<file path="config.mk">
export PLATFORM = sky130hd
export DESIGN_NAME = pipe_ctrl
export DESIGN_NICKNAME = d
export VERILOG_FILES = /design/src/rtl/pipe_ctrl.sv
export SDC_FILE = /design/constraint.sdc
export NUM_CORES = 1
export LEC_CHECK = 0
export CELL_PAD_IN_SITES_DETAIL_PLACEMENT = 1
export CELL_PAD_IN_SITES_GLOBAL_PLACEMENT = 1
export CORE_MARGIN = 1.5
export CORE_UTILIZATION = 15
export DETAILED_ROUTE_END_ITERATION = 10
export GPL_ROUTABILITY_DRIVEN = 0
export PLACE_DENSITY = 0.73
export SLEW_MARGIN = 0
export SYNTH_ARGS = -nofsm -noshare
export SYNTH_HDL_FRONTEND = slang
export SYNTH_SLANG_ARGS = --single-unit
</file>
<file path="constraint.sdc">
create_clock -name clk -period 1.8 [get_ports clk]
set_clock_uncertainty 0.15 [all_clocks]
set_input_delay 0.27 -clock clk [delete_from_list [all_inputs] [get_ports clk]]
set_output_delay 0.27 -clock clk [all_outputs]
set_load 0.01 [all_outputs]
</file>
<file path="src/rtl/pipe_ctrl.sv">
// -----------------------------------------------------------------------------
// pipe_ctrl -- hazard and pipeline-state controller for a five-stage
// (F/D/E/M/W) pipeline.
//
// The block decodes the instruction codes and status codes of the stages
// behind fetch. From them it derives stall and bubble requests: load-use,
// return, branch mispredict and exception. A small FSM (RUN / DRAIN / HALT)
// handles an exceptional instruction that is draining out of memory and
// writeback.
//
// Ports
//   clk         in   1   clock; all state changes on the rising edge
//   reset       in   1   synchronous, active-high
//   D_icode     in   4   instruction code in decode
//   E_icode     in   4   instruction code in execute
//   M_icode     in   4   instruction code in memory
//   E_dstM      in   4   load destination register in execute
//   d_srcA      in   4   decode source register A
//   d_srcB      in   4   decode source register B
//   e_Cnd       in   1   branch condition evaluated in execute (1 = taken)
//   m_stat      in   4   status code leaving memory
//   W_stat      in   4   status code in writeback
//   F_stall     out  1   hold the fetch register
//   D_stall     out  1   hold the decode register
//   D_bubble    out  1   inject a bubble into decode
//   E_bubble    out  1   inject a bubble into execute
//   M_bubble    out  1   inject a bubble into memory
//   W_stall     out  1   hold the writeback register
//   halted      out  1   pipeline has stopped
//   pipe_state  out  2   FSM state (0 RUN, 1 DRAIN, 2 HALT)
//
// Optional feature (macro PIPE_CTRL_PERF_EN)
//   cyc_cnt     out 32   non-HALT cycles, saturating
//   stall_cnt   out 32   RUN cycles with F_stall, saturating
//   bubble_cnt  out 32   RUN cycles with E_bubble, saturating
//
// All control outputs are combinational from the inputs and the registered
// state, so a hazard is acted on in the same cycle it appears.
// -----------------------------------------------------------------------------
module pipe_ctrl (
    input  logic        clk,
    input  logic        reset,
    input  logic [3:0]  D_icode,
    input  logic [3:0]  E_icode,
    input  logic [3:0]  M_icode,
    input  logic [3:0]  E_dstM,
    input  logic [3:0]  d_srcA,
    input  logic [3:0]  d_srcB,
    input  logic        e_Cnd,
    input  logic [3:0]  m_stat,
    input  logic [3:0]  W_stat,
    output logic        F_stall,
    output logic        D_stall,
    output logic        D_bubble,
    output logic        E_bubble,
    output logic        M_bubble,
    output logic        W_stall,
    output logic        halted,
    output logic [1:0]  pipe_state
`ifdef PIPE_CTRL_PERF_EN
    ,
    output logic [31:0] cyc_cnt,
    output logic [31:0] stall_cnt,
    output logic [31:0] bubble_cnt
`endif
);

    // Status codes
    localparam logic [3:0] SAOK    = 4'd1;
    localparam logic [3:0] SHLT    = 4'd2;
    localparam logic [3:0] SADR    = 4'd3;
    localparam logic [3:0] SINS    = 4'd4;
    // Instruction codes
    localparam logic [3:0] IMRMOVQ = 4'd5;
    localparam logic [3:0] IJXX    = 4'd7;
    localparam logic [3:0] IRET    = 4'd9;
    localparam logic [3:0] IPOPQ   = 4'd11;
    // "No register"
    localparam logic [3:0] RNONE   = 4'd15;

    typedef enum logic [1:0] {
        ST_RUN   = 2'd0,
        ST_DRAIN = 2'd1,
        ST_HALT  = 2'd2,
        ST_BAD   = 2'd3
    } state_t;

    // An exceptional status code is one of halt, bad address or bad instruction.
    function automatic logic is_exc_stat(input logic [3:0] stat);
        is_exc_stat = (stat == SHLT) || (stat == SADR) || (stat == SINS);
    endfunction

    state_t r_state;
    state_t w_next_state;

    logic w_lu;
    logic w_ret;
    logic w_mp;
    logic w_exc;
    logic w_m_not_aok;
    logic w_w_not_aok;

    logic w_f_stall;
    logic w_d_stall;
    logic w_d_bubble;
    logic w_e_bubble;
    logic w_m_bubble;
    logic w_w_stall;
    logic w_halted;
    logic [1:0] w_pipe_state;

    // Hazard detection from the stage codes
    always_comb begin
        w_lu        = ((E_icode == IMRMOVQ) || (E_icode == IPOPQ)) &&
                      (E_dstM != RNONE) &&
                      ((E_dstM == d_srcA) || (E_dstM == d_srcB));
        w_ret       = (D_icode == IRET) || (E_icode == IRET) || (M_icode == IRET);
        w_mp        = (E_icode == IJXX) && (e_Cnd == 1'b0);
        w_exc       = is_exc_stat(m_stat) || is_exc_stat(W_stat);
        w_m_not_aok = (m_stat != SAOK);
        w_w_not_aok = (W_stat != SAOK);
    end

    // FSM state register; reset always returns to RUN
    always_ff @(posedge clk) begin
        if (reset) begin
            r_state <= ST_RUN;
        end else begin
            r_state <= w_next_state;
        end
    end

    // FSM next-state logic; writeback status takes priority over memory status
    always_comb begin
        w_next_state = r_state;
        case (r_state)
            ST_RUN: begin
                if (w_w_not_aok) begin
                    w_next_state = ST_HALT;
                end else if (w_m_not_aok) begin
                    w_next_state = ST_DRAIN;
                end else begin
                    w_next_state = ST_RUN;
                end
            end
            ST_DRAIN: begin
                if (w_w_not_aok) begin
                    w_next_state = ST_HALT;
                end else begin
                    w_next_state = ST_DRAIN;
                end
            end
            ST_HALT: begin
                w_next_state = ST_HALT;
            end
            default: begin
                // The unused code falls back to the safe stopped state
                w_next_state = ST_HALT;
            end
        endcase
    end

    // Control outputs from the hazards and the current state; reset overrides all
    always_comb begin
        w_f_stall    = 1'b0;
        w_d_stall    = 1'b0;
        w_d_bubble   = 1'b0;
        w_e_bubble   = 1'b0;
        w_m_bubble   = 1'b0;
        w_w_stall    = 1'b0;
        w_halted     = 1'b0;
        w_pipe_state = r_state;
        if (reset) begin
            w_d_bubble   = 1'b1;
            w_e_bubble   = 1'b1;
            w_m_bubble   = 1'b1;
            w_pipe_state = ST_RUN;
        end else begin
            case (r_state)
                ST_RUN: begin
                    w_f_stall  = w_lu || w_ret;
                    // A mispredict squashes decode, so decode must not also be held
                    w_d_stall  = w_lu && !w_mp;
                    // Load-use wins over return: decode is held rather than bubbled
                    w_d_bubble = w_mp || (w_ret && !w_lu);
                    w_e_bubble = w_mp || w_lu;
                    w_m_bubble = w_exc;
                    w_w_stall  = 1'b0;
                end
                ST_DRAIN: begin
                    w_f_stall  = 1'b1;
                    w_d_stall  = 1'b0;
                    w_d_bubble = 1'b1;
                    w_e_bubble = 1'b1;
                    w_m_bubble = 1'b1;
                    w_w_stall  = 1'b0;
                end
                ST_HALT: begin
                    w_f_stall  = 1'b1;
                    w_d_stall  = 1'b1;
                    w_d_bubble = 1'b0;
                    w_e_bubble = 1'b0;
                    w_m_bubble = 1'b1;
                    w_w_stall  = 1'b1;
                    w_halted   = 1'b1;
                end
                default: begin
                    // The unused code behaves as HALT for the single cycle it can last
                    w_f_stall  = 1'b1;
                    w_d_stall  = 1'b1;
                    w_d_bubble = 1'b0;
                    w_e_bubble = 1'b0;
                    w_m_bubble = 1'b1;
                    w_w_stall  = 1'b1;
                    w_halted   = 1'b1;
                end
            endcase
        end
    end

    // Drive the ports from the combinational control signals
    always_comb begin
        F_stall    = w_f_stall;
        D_stall    = w_d_stall;
        D_bubble   = w_d_bubble;
        E_bubble   = w_e_bubble;
        M_bubble   = w_m_bubble;
        W_stall    = w_w_stall;
        halted     = w_halted;
        pipe_state = w_pipe_state;
    end

`ifdef PIPE_CTRL_PERF_EN
    // Increment that sticks at all-ones instead of wrapping
    function automatic logic [31:0] sat_inc32(input logic [31:0] val);
        if (val == 32'hFFFF_FFFF) begin
            sat_inc32 = val;
        end else begin
            sat_inc32 = val + 32'd1;
        end
    endfunction

    logic [31:0] r_cyc_cnt;
    logic [31:0] r_stall_cnt;
    logic [31:0] r_bubble_cnt;
    logic        w_cnt_active;
    logic        w_in_run;

    // Which cycles count: any running or draining cycle, and RUN-only events
    always_comb begin
        w_cnt_active = (r_state == ST_RUN) || (r_state == ST_DRAIN);
        w_in_run     = (r_state == ST_RUN);
    end

    // Saturating performance counters, cleared by reset
    always_ff @(posedge clk) begin
        if (reset) begin
            r_cyc_cnt    <= 32'd0;
            r_stall_cnt  <= 32'd0;
            r_bubble_cnt <= 32'd0;
        end else begin
            if (w_cnt_active) begin
                r_cyc_cnt <= sat_inc32(r_cyc_cnt);
            end else begin
                r_cyc_cnt <= r_cyc_cnt;
            end
            if (w_in_run && w_f_stall) begin
                r_stall_cnt <= sat_inc32(r_stall_cnt);
            end else begin
                r_stall_cnt <= r_stall_cnt;
            end
            if (w_in_run && w_e_bubble) begin
                r_bubble_cnt <= sat_inc32(r_bubble_cnt);
            end else begin
                r_bubble_cnt <= r_bubble_cnt;
            end
        end
    end

    // Counter ports
    always_comb begin
        cyc_cnt    = r_cyc_cnt;
        stall_cnt  = r_stall_cnt;
        bubble_cnt = r_bubble_cnt;
    end
`endif

endmodule
</file>
# [After elaboration in Yosys (flattened, before gate mapping)]
# Cells that the tools add are included.
[classes] eq_ne=18 mux=17 bitwise_logic=1 n_reduce_logical=21
[ops] cell="== test 4 x 2 -> 1 bit, second input constant" count=4
[ops] cell="== test 4 x 3 -> 1 bit, second input constant" count=4
[ops] cell="== test 4 bit, second input constant" count=4
[ops] cell="logical OR 1 bit" count=12
[ops] cell="two-way mux 1 bit" count=10
[ops] cell="== test 4 bit" count=2
[ops] cell="!= test 4 x 1 -> 1 bit, second input constant" count=2
[ops] cell="two-way mux 2 bit" count=3
[ops] cell="one-hot mux 1 bit (2 select lines)" count=3
[ops] cell="logical AND 1 bit" count=5
[ops] cell="!= test 4 bit, second input constant" count=1
[ops] cell="one-hot mux 2 bit (2 select lines)" count=1
[ops] cell="== test 2 x 1 -> 1 bit, second input constant" count=1
[ops] cell="zero test 1 bit" count=2
[ops] cell="zero test 2 bit" count=1
[ops] cell="OR reduction 2 bit" count=1
[ops] cell="NOT 1 bit" count=1
[totals] reg_bits=2 in_bits=35 out_inout_bits=9 word_cells=58

# [Depth between registers and ports, before layout]
# Gate-level depths: netlist of run 1.
[depth] ltp_word=9 depth_mapped=4 ltp_nobuf=4

# [Worst setup path before layout of run 1]
# OpenSTA, ideal clock, no wires.
[synth_path] path_type="input port to output port" startpoint="input E_icode[1]" endpoint="output E_bubble" arrival_time_ns=1.235 required_time_ns=1.380 path_slack_ns=0.145 cell_stages=3 path_buffers=0 cell_sequence="or3b_1 a221o_1 a21oi_1"
[synth_via] elab_chain_len=7 elab_cells_between_ends=10 classes_between="eq/ne: 3; mux: 2; reduce/logical: 5"
[synth_rtl] item="start: declaration" line_no="44" text="input logic [3:0] E_icode,"
[synth_rtl] item="== test 4 x 3 -> 1 bit / == test 4 bit (equally long branches)" line_no="114" text="w_lu = ((E_icode == IMRMOVQ) || (E_icode == IPOPQ)) &&"
[synth_rtl] item="logical OR 1 bit" line_no="114"
[synth_rtl] item="logical AND 1 bit" line_no="114"
[synth_rtl] item="logical AND 1 bit" line_no="115" text="(E_dstM != RNONE) &&"
[synth_rtl] item="logical OR 1 bit (*)" line_no="186" text="w_e_bubble = w_mp || w_lu;"
[synth_rtl] item="one-hot mux 1 bit (2 select lines) (*)" line_no="179" text="case (r_state)"
[synth_rtl] item="two-way mux 1 bit (*)" line_no="173" text="if (reset) begin"
[synth_rtl] item="end: declaration" line_no="55" text="output logic E_bubble,"
# Every way passes the cells marked *; elsewhere a longest branch is shown, timed or not.

# [Final worst setup path of run 1]
[layout_path] startpoint="input E_icode[3]" endpoint="output D_bubble"
[layout_via] elab_chain_len=9 elab_cells_between_ends=15 classes_between="eq/ne: 4; mux: 2; reduce/logical: 9"
[layout_rtl] item="== test 4 x 3 -> 1 bit / == test 4 bit (equally long branches)" line_no="114"
[layout_rtl] item="logical OR 1 bit" line_no="114"
[layout_rtl] item="logical AND 1 bit" line_no="114"
[layout_rtl] item="logical AND 1 bit" line_no="115"
[layout_rtl] item="zero test 1 bit" line_no="185" text="w_d_bubble = w_mp || (w_ret && !w_lu);"
[layout_rtl] item="logical AND 1 bit" line_no="185"
[layout_rtl] item="logical OR 1 bit (*)" line_no="185"
[layout_rtl] item="one-hot mux 1 bit (2 select lines) (*)" line_no="179"
[layout_rtl] item="two-way mux 1 bit (*)" line_no="173"
[layout_rtl] item="end: declaration" line_no="54" text="output logic D_bubble,"
# Marks and branches as above.

==> results by group, run 1 <==
Worst setup path
  • Startpoint Class: input port
  • Crit path max fanout: 3
  • CP max stage delay: 410 ps
  • Crit Reg-Reg Endpoint: r_state[1]
  • Critical Path AT: 1490 ps
  • Critical Path, Cell by Cell: buf_8 > buf_6 > and4bb_2 > or3_4 > o21ai_2 > o21ba_1 > buf_2
  • Worst path slowest cell: or3_4
  • Worst path required time: 1380 ps
  • Reg2reg start: r_state[1]
  • CP endpoint kind: output pin
  • Crit Path Class: in -> out
  • Reg2reg path depth: 2
  • Reg2reg setup slack: 510 ps

Final layout
  • Final Util: 41.4%
  • Final nets: 141
  • Post-layout instance count excluding filler cells: 132
  • Synth-to-Final Area Change: 156%
  • Final instance area: 933 µm²
  • Max reg flops: 2
  • Biggest register: r_state
  • Biggest regs: r_state: 2 flops
  • N_diodes: 0
  • Share of cells above drive strength 1: 47.1%

STA
  • Setup ws final: -106 ps
  • Final Hold Fails: 0
  • Total negative setup slack: -239 ps
  • Max Freq: 525 MHz
  • RSZ-0062 raised after global routing: yes
  • Slew HR: 82.0%
  • Final Cycle Share: 106%
  • Tmin final: 1910 ps
  • Worst Tran Pin Value: 267 ps
  • Count of final setup violators: 4
  • Max-slew violation count: 0

Synthesis
  • Sequential area share after synthesis: between 10% and 20%
  • Mean Syn Cell Area: 7.59 µm²
  • Cells after Synth: 48
  • Synth warnings: 0
  • Post-synthesis cell area: 364 µm²
  • FF+latch count, synth: 2
  • Synth cell types: 26
  • Syn nets: 83

Place
  • HPWL after DPL: around 1500 µm
  • Port buffer count: 43
  • Setup slack at placement: -862 ps
  • Placed Area: 905 µm²
  • Dpl cells: ~130

Routing
  • Detail Route Antenna Nets: 0
  • 1st-iter DRT viols: 6
  • Remaining DRCs: 0
  • DR WL/cell: ~13 µm
  • Vias: 586
  • Final WL: 1670 µm
  • First-pass detailed-route iteration total: 4
  • Vias per cell: 4.44

Floorplanning
  • Standard-cell rows: 17
  • Die Span X: 52.3 µm
  • Core ar.: 2250 µm²
  • Die ar.: 2730 µm²
  • Die H: 52.3 µm
  • IO Pins: between 40 and 50
  • Starting Density: 16.1%

CTS
  • CTS Buf Count: 3
  • Clock net sink count: 2
  • CTS tree: yes
  • Worst skew pair latency: 220 ps
  • Clock buffer depth: 2
  • Reg clk slew, reported paths: 30 ps
  • Postcts setup bufs: 0
  • Root Driver: clkbuf_4
  • H-Tree Level Count: 1

Status
  • Status: finished with violations
  • Failing checks: setup timing

Global route
  • Met1 GRT Util: 17.6%
  • First-pass GRT wire length: 2860 µm
  • Antenna violations before repair: 0
  • GRT met3 Usage: 2.29%
  • Busiest grt layer: met2
  • GRT Residual Overflow: 0
  • GR Util met2: 24.7%
  • Vias in the first global route: about 660
  • Largest net degree at the start of global routing: 5
  • GRT Overall Usage: between 10 and 15%

Pwr
  • LEAKAGE: 0.000447 µW
  • Pwr Density: 352 nW/µm²
  • Worst VDD drop: 0.168 mV

Job
  • Max Cap Viol: 0

Min path
  • Worst hold endpoint: r_state[0]
  • Hold Crit Depth: 4
  • Worst hold start: W_stat[1]
  • Hold WC Path Type: in -> reg
-- worst max path at each step --
stage	from	end	slack [ps]
5_1_grt	E_icode[3]	D_bubble	-180
3_3_place_gp	E_dstM[2]	F_stall	-860
3_5_place_dp	E_dstM[3]	E_bubble	-860
2_1_floorplan	E_icode[1]	E_bubble	150
6_report	E_icode[3]	D_bubble	-110
4_1_cts	E_icode[3]	D_bubble	-110
-- per-layer routing --
| metal | share of wire, % | vias up | routed length, µm |
|---|---|---|---|
| li1 | - | 296 | - |
| met1 | 45 | 270 | 750 |
| met2 | 51 | 20 | 847 |
| met3 | 4.4 | 0 | 74 |
| met4 | 0 | 0 | 0 |
| met5 | 0 | - | 0 |
-- critical path, delay by kind of cell --
| family | cells | cell delay, ps |
|---|---|---|
| and+or+nand+nor | 2 | 620 |
| buffers and inverters | 3 | 340 |
| AOI/OAI and AO/OA | 2 | 270 |
-- metrics by stage --
stage / hold WS (ps) / total power (µW)
finish: 337 / 329
global route: 365 / 354
CTS: 402 / 330
detailed placement: 463 / 237
global placement: 453 / 233
floorplan: 192 / 103
-- cells by family after synthesis --
kind of cell	Yosys count	share of synthesized area [%]
AO/OA/AOI/OAI	9	16.8
XOR/XNOR	8	19.2
buffers and inverters	3	4.13
flip-flops	2	11.0
multiplexers	2	5.50
AND/OR/NAND/NOR	24	43.3
-- area by class of cell --
class	instances	area [µm²]
Clock buffer	3	22.5
Fill cell	287	1320
Inverter	2	7.51
Multi-Input combinational cell	43	390
Sequential cell	2	41.3
Tap cell	28	35.0
Timing Repair Buffer	54	437
-- placed cells by master (no fill, tap or decap), drive strengths merged --
master and instances:
buf 28, dlygate4sd2 13, clkdlybuf4s50 8, xnor2 8, clkbuf 6, nor2 3, nand4 3, nor3 3
o21ai 3, nand2b 3, nor2b 2, mux2i 2, inv 2, nor4bb 2, a21oi 2, dfxtp 2
o221ai 1, nand4b 1, o21a 1, nand3b 1, or3b 1, nand2 1, a221o 1, and4bb 1
or3 1, o21ba 1, or4 1, nor4 1, dlymetal6s2s 1, clkdlybuf4s15 1
-- where the power goes --
part           total, µW  switching [µW]  internal (µW)
combinational        181            66.8            114
sequential          49.6            2.93           46.6
clock               98.2            24.7           73.5
total                329            94.4            234
-- repair_timing --
action | in CTS | in global routing
hold buffers | 0 | 0
endpoints found under the setup margin | 9 | 5
gates resized for setup | 104 | 14
pin swaps | 21 | 15
-- synth_stat cells, drive strengths merged --
cell	instances	area share [%]
dfxtp	2	11
buf	1	2.1
nand4	3	5.2
nor2b	2	3.4
o21ba	1	2.7
o21a	1	2.1
nand2	1	1.0
a221o	1	2.7
nor3	3	4.1
o221ai	1	2.4
nand3b	1	2.1
nand2b	3	5.2
nor2	3	3.1
a21oi	2	2.7
or3b	1	2.4
mux2i	2	5.5
o21ai	3	4.1
or4	1	2.1
nor4bb	2	5.5
inv	2	2.1
and4bb	1	3.4
xnor2	8	19
or3	1	1.7
nor4	1	1.7
nand4b	1	2.4
(Power assumes the default switching activity.)
==> inputs of run 2 (changes only) <==
- TNS_END_PERCENT: default -> 100
==> results of run 2 <==
The final DEF is identical to that of run 1; final timing and power are the same.
==> inputs of run 3 (changes only) <==
- CORE_UTILIZATION: 15 -> 16
- CTS_BUF_LIST: default -> sky130_fd_sc_hd__clkbuf_8
- PLACE_DENSITY: 0.73 -> 0.77
==> run 3 against run 2 <==
The run still ends with setup timing left. First-iteration DRC count rose by 17%. Sequential power barely moved. Worst setup slack improved by 19 ps. Final area fell by 0.27%. Critical endpoint unchanged. Largest cell class unchanged. Highest routed layer is now met4.
==> results by group, run 3 (synthesis gave the netlist of run 1 again) <==
CTS
  • Reg clk slew, reported paths: 30 ps (about the same)
  • CTS Buf Count: 3 (unchanged)
  • Clock net sink count: 2 (unchanged)
  • Root Driver: clkbuf_8 (was clkbuf_4)
  • # hold bufs at CTS: 0 (unchanged)
  • Worst skew pair latency: 210 ps (was 220 ps)
  • CTS tree: yes (unchanged)
  • H-Tree Level Count: 1 (unchanged)
  • Clock buffer depth: 2 (unchanged)

Status
  • Status: finished with violations (unchanged)
  • Failing checks: setup timing (unchanged)

Worst setup path
  • Worst path slowest cell: a221o_1 (was or3_4)
  • Crit path max fanout: 4 (was 3)
  • Delay-heaviest family, CP: compound AO/OA/AOI/OAI gates (was simple AND/OR/NAND/NOR gates)
  • Critical Path AT: 1470 ps (was 1490 ps)
  • Startpoint Class: input port (unchanged)
  • CP endpoint kind: output pin (unchanged)
  • Worst path required time: 1380 ps (about the same)
  • Crit Path Class: in -> out (unchanged)
  • Bufs and invs on worst path: 2 (was 3)
  • CP max stage delay: 430 ps (was 410 ps)
  • Critical Path, Cell by Cell: buf_2 > xnor2_2 > nand4_1 > a221o_1 > o21ba_1 > buf_6 (was buf_8 > buf_6 > and4bb_2 > or3_4 > o21ai_2 > o21ba_1 > buf_2)

STA
  • Count of final setup violators: 4 (unchanged)
  • Setup ws final: -87.4 ps (was -106 ps)
  • Max Freq: 530 MHz (was 525 MHz)
  • Total negative setup slack: -216 ps (was -239 ps)
  • Final Hold Fails: 0 (unchanged)
  • Max-slew violation count: 0 (unchanged)
  • Worst Tran Pin Value: 228 ps (was 267 ps)
  • Final Cycle Share: 105% (was 106%)
  • Min Hold Slack: 402 ps (was 337 ps)
  • Tmin final: 1890 ps (was 1910 ps)
  • RSZ-0062 raised after global routing: yes (unchanged)
  • Slew HR: 84.7% (was 82.0%)

Global route
  • First-pass GRT wire length: 2900 µm (was 2860 µm)
  • Largest net degree at the start of global routing: 5 (unchanged)
  • Vias in the first global route: 676 (was 657)
  • GRT Overall Usage: 14.7% (was 13.7%)
  • GRT Residual Overflow: 0 (unchanged)
  • Antenna violations before repair: 0 (unchanged)

Pwr
  • Worst VDD drop: 0.352 mV (was 0.168 mV)
  • LEAKAGE: 0.000450 µW (was 0.000447 µW)
  • Pwr Density: 434 nW/µm² (was 352 nW/µm²)

Place
  • Port buffer count: 43 (unchanged)
  • HPWL after DPL: 1440 µm (was 1460 µm)
  • Placed Area: 912 µm² (was 905 µm²)

Final layout
  • Share of cells above drive strength 1: 45.3% (was 47.1%)
  • Biggest regs: r_state: 2 flops (unchanged)
  • N_diodes: 0 (unchanged)
  • Final instance area: 931 µm² (was 933 µm²)
  • Final Util: 42.9% (was 41.4%)
  • Max reg flops: 2 (unchanged)
  • Commonest non-fill, non-tap cells in the layout: buf_2 (18), buf_4 (13), clkdlybuf4s50_1 (11) (was dlygate4sd2_1 (13), buf_2 (13), buf_4 (9))
  • Layout filler cell count: 291 (was 287)
  • Most common cell after layout, fill and taps aside: buf_2
  • Synth-to-Final Area Change: 156% (about the same)
  • Final nets: 143 (was 141)
  • Biggest register: r_state (unchanged)

Floorplanning
  • Starting Density: 16.8% (was 16.1%)
  • Core ar.: 2170 µm² (was 2250 µm²)
  • Standard-cell rows: 17 (unchanged)
  • Die ar.: 2570 µm² (was 2730 µm²)
  • Die Span X: 50.7 µm (was 52.3 µm)
  • Die H: 50.7 µm (was 52.3 µm)
  • IO Pins: 44 (unchanged)

Routing
  • 1st-iter DRT viols: 7 (was 6)
  • Vias: 588 (was 586)
  • Vias per cell: 4.39 (was 4.44)
  • Detail Route Antenna Nets: 0 (unchanged)
  • Remaining DRCs: 0 (unchanged)
  • First-pass detailed-route iteration total: 4 (unchanged)
  • Final WL: 1690 µm (was 1670 µm)
  • DR WL/cell: 12.6 µm (was 12.7 µm)

Min path
  • Hold WC Path Type: in -> reg (unchanged)

Job
  • Max Cap Viol: 0 (unchanged)
## run 3: cell types whose count changed in the layout (fill, tap and decap cells not counted), sizes merged
cell	delta
dlygate4sd2	-3
clkdlybuf4s50	+3
clkbuf	-3
clkdlybuf4s15	-1
buf	+6
## run 3: repair_timing
item	CTS	global route
pin swaps	19	3
cloned	0	0
resized for setup	104	5
setup endpoints to repair	9	5
buffers inserted	1	0
## run 3: cell type report
cell class / instances / area [µm²] / area share (%)
multi-input combinational: 43 / 374 / 40.2
clock buffer: 3 / 41.3 / 4.44
sequential: 2 / 41.3 / 4.44
inverter: 2 / 7.51 / 0.806
timing repair buffer: 56 / 432 / 46.4
tap: 28 / 35.0 / 3.76
## run 3: through the flow
| stage | total power (µW) | worst slack [ps] | std cells |
|---|---|---|---|
| 2_1_floorplan | 103 | 145 | 48 |
| 3_3_place_gp | 231 | -801 | 130 |
| 3_5_place_dp | 238 | -837 | 130 |
| 4_1_cts | 405 | -88.4 | 134 |
| 5_1_grt | 433 | -125 | 134 |
| 6_report | 404 | -87.4 | 134 |
## run 3: worst paths after layout
check	from	endpoint	slack (ps)	depth (start not counted)
worst max-delay path	E_dstM[2]	D_bubble	-90	6
worst min-delay path	reset	r_state[1]	400	3
worst max register to register	r_state[1]	r_state[0]	500	2
worst min register to register	r_state[1]	r_state[0]	470	2
## run 3: power breakdown
part	switching (µW)	total, µW	internal, µW	leakage [µW]
Sequential	2.58	49.3	46.7	0.0000165
Combinational	66.8	179	112	0.000412
Clock	34.0	175	141	0.0000216
## run 3: metal layers
| layer | global-route usage (%) | part of all wire [%] | routed length [µm] |
|---|---|---|---|
| met5 | 0 | 0 | 0 |
| met4 | 2.70 | 0.41 | 7 |
| met3 | 3.27 | 5.9 | 100 |
| met2 | 29.6 | 57 | 972 |
| met1 | 15.4 | 36 | 613 |
## run 3: worst reg2reg max path, stage by stage (launching register included)
cell	delay (ps)
dfxtp_2	340
or4_1	540
nor3_1	190
